### src/rtl/seq_left_rotator.sv
// Multi-cycle left barrel rotator: one log2 stage per clock, valid/ready on both sides.
// Latency from accept to out_valid is fixed at N edges regardless of the rotate amount.
module seq_left_rotator #(
    parameter int N = 3
) (
    input  logic         clk,
    input  logic         reset,
    input  logic         in_valid,
    output logic         in_ready,
    input  logic [2**N-1:0] a,
    input  logic [N-1:0] amt,
    output logic         out_valid,
    input  logic         out_ready,
    output logic [2**N-1:0] y,
    output logic         busy
);
    localparam int W = 2**N;
    localparam logic [N-1:0] K_LAST = N[N-1:0] - 1'b1;

    typedef enum logic [1:0] {
        IDLE,
        SHIFT,
        DONE
    } state_t;

    state_t         state_q, state_d;
    logic [W-1:0]   data_q, data_d;
    logic [N-1:0]   amt_q, amt_d;
    logic [N-1:0]   k_q, k_d;
    logic [N-1:0]   amt_sh;
    logic           in_ready_q, out_valid_q, busy_q;

    // Upper half of {d,d} shifted left by 2**kk is d rotated left by 2**kk.
    function automatic logic [W-1:0] rotl_pow2(input logic [W-1:0] d, input logic [N-1:0] kk);
        logic [2*W-1:0] dd;
        dd = {d, d} << (1 << kk);
        return dd[2*W-1:W];
    endfunction

    always_comb begin
        state_d = state_q;
        data_d  = data_q;
        amt_d   = amt_q;
        k_d     = k_q;
        amt_sh  = amt_q >> k_q;
        case (state_q)
            IDLE: begin
                if (in_valid && in_ready_q) begin
                    data_d  = a;
                    amt_d   = amt;
                    k_d     = '0;
                    state_d = SHIFT;
                end
            end
            SHIFT: begin
                if (amt_sh[0]) begin
                    data_d = rotl_pow2(data_q, k_q);
                end
                if (k_q == K_LAST) begin
                    state_d = DONE;
                end else begin
                    k_d = k_q + 1'b1;
                end
            end
            DONE: begin
                if (out_ready) begin
                    state_d = IDLE;
                end
            end
            default: state_d = IDLE;
        endcase
    end

    always_ff @(posedge clk) begin
        if (reset) begin
            state_q     <= IDLE;
            data_q      <= '0;
            amt_q       <= '0;
            k_q         <= '0;
            in_ready_q  <= 1'b1;
            out_valid_q <= 1'b0;
            busy_q      <= 1'b0;
        end else begin
            state_q     <= state_d;
            data_q      <= data_d;
            amt_q       <= amt_d;
            k_q         <= k_d;
            in_ready_q  <= (state_d == IDLE);
            out_valid_q <= (state_d == DONE);
            busy_q      <= (state_d != IDLE);
        end
    end

    assign in_ready  = in_ready_q;
    assign out_valid = out_valid_q;
    assign busy      = busy_q;
    assign y         = data_q;

endmodule

### config.mk
export PLATFORM = sky130hd
export DESIGN_NAME = seq_left_rotator
export DESIGN_NICKNAME = d
export VERILOG_FILES = /design/src/rtl/seq_left_rotator.sv
export SDC_FILE = /design/constraint.sdc
export NUM_CORES = 1
export LEC_CHECK = 0
export ABC_AREA = 1
export CORE_ASPECT_RATIO = 0.7
export CORE_MARGIN = 2
export CORE_UTILIZATION = 46
export CTS_CLUSTER_SIZE = 8
export DETAILED_ROUTE_END_ITERATION = 12
export PLACE_DENSITY = 0.72
export SYNTH_ARGS = -nofsm -noshare
export SYNTH_HDL_FRONTEND = slang
export SYNTH_SLANG_ARGS = --single-unit
### constraint.sdc
create_clock -name clk -period 2.1 [get_ports clk]
set_clock_uncertainty 0.2 [all_clocks]
set_input_delay 0.21 -clock clk [delete_from_list [all_inputs] [get_ports clk]]
set_output_delay 0.21 -clock clk [all_outputs]
set_load 0.1 [all_outputs]
==> metrics <==
post-route cell area=1710 µm²; vias per std cell=5.44; Pleak=0.770 nW; # Max-Cap Violations=0; ranking of synthesized cells by area=dfxtp_1 (28%), nand2_1 (13%), nand3_1 (10%); I/O Pins=26; CTS root buffer=clkbuf_8; die area=3370 µm²; flop2flop setup slack=0.13 ns; clk sinks=19; share of the synthesized area in the top cell type=0.284; grt ovf=0; largest net degree at the start of global routing=13; Critical Path RT=2.10 ns; CORE AREA=2780 µm²; Worst Setup End Kind=flip-flop; Crit Path Class=flip-flop to flip-flop; Placement Cell Area=1620 µm²; TritonCTS clock tree=built; sequential fraction of the synthesis area=0.284; Yosys warnings=0; peak fanout along the critical path=6; fin crit period=1.97 ns; die width=68.5 µm; DRT iter0 DRCs=121; PortBufs=25; Hold Path Class=flip-flop to flip-flop; pre-CTS setup slack=0.00412 ns; Syn Nets=225; Final period util=0.937; Post-Synthesis Cells=204; Slew @ Worst Pin=0.405 ns; Netlist cell types=22; endpoints failing hold=0; top cell type by total area after synthesis=dfxtp_1; Worst EP arrival=1.97 ns; Post-CTS Setup Bufs=0; Rows=16; Placer Congestion=0.978; GRT Overall Usage=0.244; power per cell area=832 nW/µm²; CTS Buffer Depth=2; vias in the first global route=1,294; layout cells sized above 1=0.226; DRT Pass-1 Iters=4; Slew Viols, Final=0; setup ws final=0.132 ns; Detail Route Antenna Nets=0; Fillers=270; outcome=finished clean; Residual DRC=0; total number of H-tree levels=1; Mapped Avg Cell Area=6.57 µm²; Worst VDD drop=0.454 mV; post-synthesis cell area=1340 µm²; post-DR wirelength/cell=14.4 µm; antenna cells=0; Max Freq=508 MHz; starting density of the core=0.482; first-pass GRT wire length=6.13 mm; routed wire length=3.90 mm; Final nets=257; antenna violations before repair=0; CTS buffer count=3; vias after detailed routing=1,473; Die Y=49.2 µm; HPWL after DPL=3.02 mm; Clock Latency Late Sink=0.26 ns; Seq cells post-synth=19; Clock transition at path regs=0.08 ns; Area growth, synth to finish=27.5%; crit start category=flip-flop; Slew headroom=0.730; Finish-stage setup viols=0
[synth_stat cells, drive strengths merged]
cell type and number:
nand2 53, inv 19, buf 1, o211ai 2, o21ai 15, nor2 28, dfxtp 19, clkbuf 1
nor3 1, nand4 5, a211oi 1, ha 6, a21oi 19, nand3 34
[timing repair]
action	in CTS	in global routing
pin swaps	0	3
endpoints found under the setup margin	2	8
hold buffers	0	0
gates cloned	0	1
gates resized for setup	1	7
[flip-flops by register name, summed over array words and instances, names as in the netlist]
name / cells
state_q: 2
busy: 1
y: 8
out_valid: 1
in_ready: 1
k_q: 3
amt_q: 3
[metrics by stage]
stage	instances	power, W	TNS [ns]	hold WS, ns	util
after floorplan	204	0.000972	0	0.0791	-
after global routing	271	0.00151	-0.00455	0.328	0.614
after global placement	266	0.00114	0	0.303	0.583
after CTS	270	0.00141	0	0.329	0.602
after detailed placement	266	0.00115	0	0.324	0.583
final	271	0.00142	0	0.302	0.614
[logic make-up (layout without fill, tap and decap cells)]
logic type,count (synthesis),count (layout),share of synthesized area
buf+inv,21,51,0.0616
compound gates,37,37,0.155
fa+ha+maj,6,6,0.0560
flops,19,19,0.284
simple gates,121,122,0.444
[layout by cell type, fill, tap and decap left out, drive strengths merged]
master / n
nor2: 29
o211ai: 2
ha: 6
buf: 14
nor3: 1
a21oi: 19
clkbuf: 3
dfxtp: 19
clkinvlp: 1
inv: 19
nand4: 5
nand2: 53
nand3: 34
o21ai: 15
a211oi: 1
clkdlybuf4s50: 14
[final timing paths]
path          start  endpoint  cells past startpoint
max          k_q[0]      y[1]                     11
min          k_q[1]    k_q[1]                      2
max reg2reg  k_q[0]      y[1]                     11
min reg2reg  k_q[1]    k_q[1]                      2
[layout make-up]
type / instances / area [µm²] / area share
Inverter: 19 / 73.8 / 0.0432
Sequential cell: 19 / 384 / 0.225
Timing Repair Buffer: 28 / 245 / 0.144
Clock inverter: 1 / 7.51 / 0.00440
Clock buffer: 3 / 41.3 / 0.0242
Multi-Input combinational cell: 165 / 911 / 0.533
Tap cell: 36 / 45.0 / 0.0264
[report_power, final]
group	total, W	leakage, nW	internal, W	switching (W)
clock	0.000264	0.0217	0.000134	0.000131
combinational	0.000698	0.591	0.000200	0.000498
sequential	0.000459	0.157	0.000403	0.0000553
[layer usage]
layer	GRT usage	vias to the layer above	share of wire
li1	-	754	-
met5	0	-	0
met2	0.327	72	0.40
met1	0.407	645	0.50
met3	0.0346	2	0.097
met4	0.0433	0	0.0028
[critical path: stages, from the launching register on]
cell,delay (ns)
dfxtp_2,0.39
inv_2,0.08
ha_1,0.25
nand2_2,0.13
nand2_4,0.09
nor2_8,0.16
nand3_2,0.08
nand2_2,0.09
nand2_2,0.07
a21oi_1,0.15
nand3_1,0.10
a21oi_2,0.12
Note: power is estimated with default switching activity, not from simulation.
